### config.mk
export PLATFORM = sky130hd
export DESIGN_NAME = micro_sequencer
export DESIGN_NICKNAME = d
export VERILOG_FILES = /design/src/rtl/micro_sequencer.sv
export SDC_FILE = /design/constraint.sdc
export NUM_CORES = 1
export LEC_CHECK = 0
export CORE_ASPECT_RATIO = 0.7
export CORE_UTILIZATION = 39
export CTS_BUF_LIST = sky130_fd_sc_hd__clkbuf_16
export DETAILED_ROUTE_END_ITERATION = 16
export PLACE_DENSITY_LB_ADDON = 0.08
export SYNTH_ARGS = -nofsm -noshare
export SYNTH_HDL_FRONTEND = slang
export SYNTH_SLANG_ARGS = --single-unit
### constraint.sdc
create_clock -name clk -period 3.1 [get_ports clk]
set_clock_uncertainty 0.2 [all_clocks]
set_input_delay 0.62 -clock clk [delete_from_list [all_inputs] [get_ports clk]]
set_output_delay 0.62 -clock clk [all_outputs]
set_load 0.05 [all_outputs]
### src/rtl/micro_sequencer.sv
// micro_sequencer: next-state engine of the microprogrammed control unit.
// Picks the next microstate from encoder / fetch entry / CR field / incrementer,
// steered by ns_ctl and a selectable, invertible condition (sts).
// Optional feature macro: SEQ_MOC_TIMEOUT_EN (bounds hold cycles, sets sticky
// moc_timeout and falls back to the fetch entry).
module micro_sequencer #(
    parameter int STATE_W     = 6,
    parameter int RESET_STATE = 0,
    parameter int FETCH_STATE = 1,
    parameter int MOC_TIMEOUT = 16
) (
    input  logic               clk,
    input  logic               reset,
    input  logic [31:0]        instr,
    input  logic [2:0]         ns_ctl,
    input  logic [STATE_W-1:0] cr_next,
    input  logic               inv,
    input  logic [1:0]         cond_sel,
    input  logic               moc,
    input  logic               cond_pass,
    input  logic               ext_cond,
    output logic [STATE_W-1:0] state,
    output logic [1:0]         src_sel,
    output logic               moc_timeout
);

    localparam logic [STATE_W-1:0] RST_S   = STATE_W'(RESET_STATE);
    localparam logic [STATE_W-1:0] FETCH_S = STATE_W'(FETCH_STATE);

    typedef enum logic [1:0] {
        SRC_ENC   = 2'b00,
        SRC_FETCH = 2'b01,
        SRC_CR    = 2'b10,
        SRC_INC   = 2'b11
    } src_e;

    logic [STATE_W-1:0] state_q, state_d;
    logic [STATE_W-1:0] inc_q;
    logic [STATE_W-1:0] enc_state;
    logic [STATE_W-1:0] base_next;
    logic               cond_raw, sts, hold;
    src_e               src;

    // Only opcode class bits and the load/store bit feed the encoder.
    logic unused_instr;
    assign unused_instr = ^{instr[31:28], instr[24:21], instr[19:0]};

    // Condition select and optional inversion.
    always_comb begin
        cond_raw = moc;
        unique case (cond_sel)
            2'b00: cond_raw = moc;
            2'b01: cond_raw = cond_pass;
            2'b10: cond_raw = ext_cond;
            2'b11: cond_raw = 1'b1;
        endcase
        sts = cond_raw ^ inv;
    end

    // Instruction encoder: opcode class to first execute microstate.
    always_comb begin
        enc_state = FETCH_S;
        unique case (instr[27:25])
            3'b000:         enc_state = STATE_W'(10);
            3'b001:         enc_state = STATE_W'(11);
            3'b010, 3'b011: enc_state = instr[20] ? STATE_W'(20) : STATE_W'(25);
            3'b101:         enc_state = STATE_W'(30);
            default:        enc_state = FETCH_S;
        endcase
    end

    // Sequencing decode; hold reuses the INC code on src_sel but keeps state.
    always_comb begin
        src  = SRC_INC;
        hold = 1'b0;
        unique case (ns_ctl)
            3'b000: src = SRC_ENC;
            3'b001: src = SRC_FETCH;
            3'b010: src = SRC_CR;
            3'b011: src = SRC_INC;
            3'b100: src = sts ? SRC_CR  : SRC_INC;
            3'b101: src = sts ? SRC_ENC : SRC_INC;
            3'b110: src = sts ? SRC_CR  : SRC_FETCH;
            3'b111: begin
                src  = SRC_INC;
                hold = ~sts;
            end
        endcase
    end

    // Next-state mux.
    always_comb begin
        base_next = inc_q;
        unique case (src)
            SRC_ENC:   base_next = enc_state;
            SRC_FETCH: base_next = FETCH_S;
            SRC_CR:    base_next = cr_next;
            SRC_INC:   base_next = inc_q;
        endcase
        if (hold) base_next = state_q;
    end

`ifdef SEQ_MOC_TIMEOUT_EN
    localparam int CNT_W = (MOC_TIMEOUT > 1) ? $clog2(MOC_TIMEOUT) : 1;
    localparam logic [CNT_W-1:0] CNT_LAST = CNT_W'(MOC_TIMEOUT - 1);

    logic [CNT_W-1:0] wait_cnt_q, wait_cnt_d;
    logic             timeout_q, timeout_d;

    // Hold watchdog: a stalled hold is abandoned for the fetch entry.
    always_comb begin
        state_d    = base_next;
        src_sel    = src;
        wait_cnt_d = '0;
        timeout_d  = timeout_q;
        if (hold) begin
            if (wait_cnt_q == CNT_LAST) begin
                state_d   = FETCH_S;
                src_sel   = SRC_FETCH;
                timeout_d = 1'b1;
            end else begin
                wait_cnt_d = wait_cnt_q + CNT_W'(1);
            end
        end
    end

    // Watchdog counter and sticky flag registers.
    always_ff @(posedge clk) begin
        if (reset) begin
            wait_cnt_q <= '0;
            timeout_q  <= 1'b0;
        end else begin
            wait_cnt_q <= wait_cnt_d;
            timeout_q  <= timeout_d;
        end
    end

    assign moc_timeout = timeout_q;
`else
    assign state_d     = base_next;
    assign src_sel     = src;
    assign moc_timeout = 1'b0;
`endif

    // Microstate and incrementer registers; inc wraps naturally at 2**STATE_W.
    always_ff @(posedge clk) begin
        if (reset) begin
            state_q <= RST_S;
            inc_q   <= RST_S + STATE_W'(1);
        end else begin
            state_q <= state_d;
            inc_q   <= state_d + STATE_W'(1);
        end
    end

    assign state = state_q;

endmodule

# After elaboration in Yosys (flattened, before gate mapping)
# Index checks and enable logic that the tools add are counted.
# classes
n_addsub	1
n_mul	0
n_div	0
n_lt_le_gt_ge	0
n_eq_ne	17
shift	0
mux	10
bitwise	2
reduce_logical	6
# op_table
operator	n
$pmux 6 s4	1
$pmux 5 s4	1
$eq 3x3->1 const B	5
$pmux 2 s7	1
$eq 3x2->1 const B	4
$eq 2x2->1 const B	4
$add 6x1->6 const B	1
$eq 3x1->1 const B	2
$logic_not 3->1	2
$mux 6	1
$eq 2x1->1 const B	2
$logic_not 2->1	2
$mux 2	2
$mux 4	1
$pmux 1 s4	1
$reduce_or 2->1	2
$mux 1	2
$not 1->1	1
$xor 1x1->1	1
# word_totals
reg_bits	12
latchBits	0
ramBits	0
mem_bits_ro	0
in_bits	49
out_inout_bits	9
elab_cells	38
n_memories	0

# Depth between registers and ports, before layout
# logic_depth
word_depth	9
depth_mapped	11
ltp_nobuf	10

# Worst setup path after synthesis
# Ideal clock, no wire load.
# synth_path
kind	input to output
startpoint	input cond_sel[1]
endpoint	output src_sel[1]
arrival_ns	2.351
t_required_ns	2.280
slack_ns	-0.071
cell_stages	6
n_path_buf	0
path_cell_list	mux2i_2 a211o_2 nand2_1 a21oi_1 nor2_1 a31oi_1
# synth_via
elab_chain_cells	5
elab_cells_between_ends	9
classes_between	eq/ne (3); mux (4); bitwise (1); reduce/logical (1)
# synth_rtl
element	line_no	rtl
start: declaration	18	input logic [1:0] cond_sel,
$eq 2x2->1, or another cell as far along	51	unique case (cond_sel)
$pmux 1 s4 (*)	51	
$xor 1x1->1 (*)	57	sts = cond_raw ^ inv;
$mux 2 (on tied branches)	83, 82	
$pmux 2 s7 (*)	76	unique case (ns_ctl)
end: declaration	23	output logic [1:0] src_sel,
# Every way passes the cells marked *; elsewhere a longest branch is shown, timed or not.

# Worst setup path in the final report
# layout_path
startpoint	input ns_ctl[0]
endpoint	register inc_q[5]
# layout_via
elab_chain_cells	7
elab_cells_between_ends	18
classes_between	add/sub (1); eq/ne (10); mux (4); reduce/logical (3)
# layout_rtl
element	line_no	rtl
start: declaration	15	input logic [2:0] ns_ctl,
$eq 3x3->1 or $eq 3x2->1 (tied branches)	76	
$reduce_or 2->1 (no source line)	--	
$pmux 2 s7	76	
$eq 2x2->1, or another cell as far along	94	unique case (src)
$pmux 6 s4	94	
$mux 6 (*)	100	if (hold) base_next = state_q;
$add 6x1->6 (*)	152	inc_q <= state_d + STATE_W'(1);
end signal: assignment	149	inc_q <= RST_S + STATE_W'(1);
end signal: assignment	152	
end: declaration	38	logic [STATE_W-1:0] inc_q;
# Marked as above.
# A chain may end at the register's enable or synchronous reset.

==> metrics.sh <==
FINAL_UTIL_PCT=71.8
IO_PINS=58
SYNTH_FLOP_CELL='dfxtp_1'
RUN_STATUS='completed'
FINAL_CELL_MIX='27 x buf_4, 19 x clkdlybuf4s50_1, 12 x nor2_1, 12 x dfxtp_1, 11 x inv_1'
PATH_CLASS='in2reg'
DIODES=0
GRT_MAX_DEGREE=12
CLOCK_PATH_BUFFERS=2
SYNTH_TOP_CELL_BY_AREA='dfxtp_1'
CELL_AREA_AFTER_PLACEMENT_UM2=1580
VIA_COUNT=1259
TIMING.MAX_CAP.VIOLATIONS=0
YOSYSWARNINGCOUNT=0
INITIAL_UTIL_PCT=42.1
VIAS_PER_CELL=5.67
SYN-NUM-NETS=181
DESIGN.DIE.AREA_UM2=2950
TOTAL_POWER_uW=713
TIMING_MAX_TRANSITION_VIOLATIONS_FINAL=0
ROUTE.DETAILED.DRC=0
PLACE.DETAILED.HPWL_MM=2.43
DETAILEDROUTE.FIRSTITERATIONVIOLATIONS=69
POSTSYNTHAREAPERCELL_UM2=8.14
CLOCK_TREE.HTREE_LEVEL_COUNT=1
SYNTH_TOP_AREA_SHARE_PCT=22.5
CP_CELL_SEQUENCE='clkdlybuf4s50_1 -> buf_4 -> nand4bb_1 -> a211oi_2 -> a311oi_2 -> nor2_1 -> o32ai_2 -> buf_4 -> nor4_4 -> nand3_1 -> mux2_4'
FINAL_PERIOD_MINUS_WORST_SETUP_SLACK_NS=3.02
CLOCK.FMAX_MHz=331
POST_SYNTH_EDFFS=0
CRITPATHLAUNCHTYPE='primary input'
LAYOUT_WORST_PATH_CYCLE_SHARE_PCT=97.6
FRACTION_OF_THE_YOSYS_AREA_TAKEN_BY_SEQUENTIAL_CELLS_PCT=22.5
WORST_EP_ARRIVAL_TIME_NS=2.95
TRITONCTS='yes'
MOST_FREQUENT_STANDARD_CELL_IN_THE_LAYOUT_EXCLUDING_FILL_AND_TAP_CELLS='buf_4'
SYNTH_UNIQUE_CELLS=51
MIN-DELAY-PATH-CLASS='reg2reg'
CRIT_TOP_CELL='buf_4'
HOLD_VIOL=0
HOLDWS_NS=0.389
FINALNETCOUNT=240
ANTENNA_VIOLATING_NETS_POST_ROUTE=0
FINALSETUPTNS_NS=0
TOTAL_ITERATIONS_OF_THE_FIRST_DETAILED_ROUTING_RUN=4
POST_SYNTH_INSTANCE_AREA_UM2=1070
CRIT_PATH_MAX_FANOUT=11
FLOW.AREA_GROWTH_FROM_SYNTHESIS_PCT=70.5
YOSYS_REGISTER_BITS=12
YOSYS-TOP-CELLS-AREA='dfxtp_1 23%, mux2i_1 5.6%, a21oi_1 5.2%, nor2_1 4.6%, inv_1 3.9%'
INITIAL_ANTENNA_VIOLATION_COUNT=0
FILL_COUNT=198
DRIVE_ABOVE_1_SHARE_PCT=35.6
CLOCK_LATENCY_REPORTED_FOR_THE_LATE_SIDE_OF_THE_WORST_SKEW_PAIR_NS=0.24
PORTBUFFERS=28
FLOORPLAN.DIE.WIDTH_UM=64.5
AVGROUTEDWIREPERCELL_UM=15.8
CLOCK_SINK_COUNT=12
CLOCK-ROOT-BUFFER='clkbuf_16'
IRDROPWORSTVDD_mV=0.349
POWER.STATIC_LEAKAGE_nW=0.792
CPLARGESTDELAYFAMILY='buffers and inverters'
CPPEAKSTAGEDELAY_NS=0.51
GP_ROUTABILITY_CONGESTION=0.851
DIE_HEIGHT_UM=45.7
SYNTH_ASYNC_SR_FLOP_SHARE_PCT=0
CRITICAL_PATH_BUF_INV_COUNT=3
ROW_COUNT=15
ROUTE.FINAL.WIRE_LENGTH_MM=3.51
GRT_USAGE_PCT=21.9
CLK_TRANSITION_REPORTED_PATHS_NS=0.04
FINALSETUPVIOLATIONS=0
NETLIST_INSTANCES=131
CPMAXSTAGEDELAYCELL='clkdlybuf4s50_1'
TRITONCTS.NUM_BUFFERS=3
FP.COREAREA_UM2=2530
GRT_FIRST_PASS_WIRELENGTH_MM=4.95
HOLDBUFCOUNTCTS=0
END_KIND='flip-flop'
GRT_PASS1_VIAS=1062
FINAL_CELL_AREA_UM2=1820
TIMING.CRITICAL_PATH.REQUIRED_NS=3.03
P_PER_AREA_nW_PER_UM2=392
GRT.OVERFLOW.TOTAL=0
## cells by family after synthesis
kind of cell             share of synthesized area, %
flip-flops                                       22.5
AO/OA/AOI/OAI                                    32.2
buffers and inverters                            6.34
AND/OR/NAND/NOR                                  26.6
multiplexers                                     8.33
adder cells (fa/ha/maj)                          1.17
XOR/XNOR                                         2.47
other                                           0.352
## synth_stat cells (2+ instances only)
cell and number:
nand2_1 9, nand2b_1 3, a21oi_1 11, and2_1 2
a211oi_1 3, nand3_1 4, nand3b_1 2, a21o_1 3
nor2b_1 2, o21ai_0 5, xor2_1 2, a311oi_2 2
buf_4 2, inv_1 11, a31oi_1 2, mux2i_1 6
nor2_1 13, o21bai_1 2, o31a_1 2, clkbuf_1 2
dfxtp_1 12, o211ai_1 2
## sequential cells by signal, summed over array words and instances (netlist names)
register / flops
inc_q: 6
state: 6
## per-layer routing
layer | global-route usage (%) | wire length [µm] | share of wire [%] | up-vias
met4 | 1.78 | 42 | 1.2 | 0
met1 | 30.9 | 1590 | 45 | 621
met2 | 35.6 | 1690 | 48 | 35
met5 | 0 | 0 | 0 | -
met3 | 5.00 | 190 | 5.4 | 7
li1 | - | - | - | 596
## worst paths after layout
kind | from | to | slack (ns) | cells after the start
min reg2reg | inc_q[5] | state[5] | 0.39 | 2
max reg2reg | inc_q[0] | inc_q[5] | 1.09 | 7
min | inc_q[5] | state[5] | 0.39 | 2
max | ns_ctl[0] | inc_q[5] | 0.08 | 11
## power breakdown
group | internal [mW] | switching (mW)
registers | 0.172 | 0.0102
clock network | 0.168 | 0.0669
logic | 0.141 | 0.155
total | 0.481 | 0.232
## through the flow
step	instances	worst slack, ns
floorplan	131	0.128
global placement	214	-0.331
detailed placement	214	-0.407
CTS	218	-0.0335
global route	222	-0.0672
finish	222	0.0757
## worst reg2reg max path, delay by kind of cell, from the launching register on
kind | cells | cell delay [ns]
AO/OA/AOI/OAI | 2 | 0.23
multiplexers | 2 | 0.50
buffers and inverters | 1 | 0.15
flip-flops | 1 | 0.34
AND/OR/NAND/NOR | 2 | 0.49
## cell type report
class	instances	area, µm²	area share (%)
repair buffers	58	547	30.1
clock buffers	3	75.1	4.13
multi-input cells	103	868	47.8
inverters	12	45.0	2.48
flip-flops and latches	12	240	13.2
well taps	34	42.5	2.34
## what timing repair did
| action | in CTS | in global routing |
|---|---|---|
| setup endpoints to repair | 6 | 7 |
| gates resized for setup | 6 | 26 |
| setup buffers | 1 | 5 |
| pin swaps | 1 | 10 |
No activity file was read; power rests on OpenSTA's default activity.
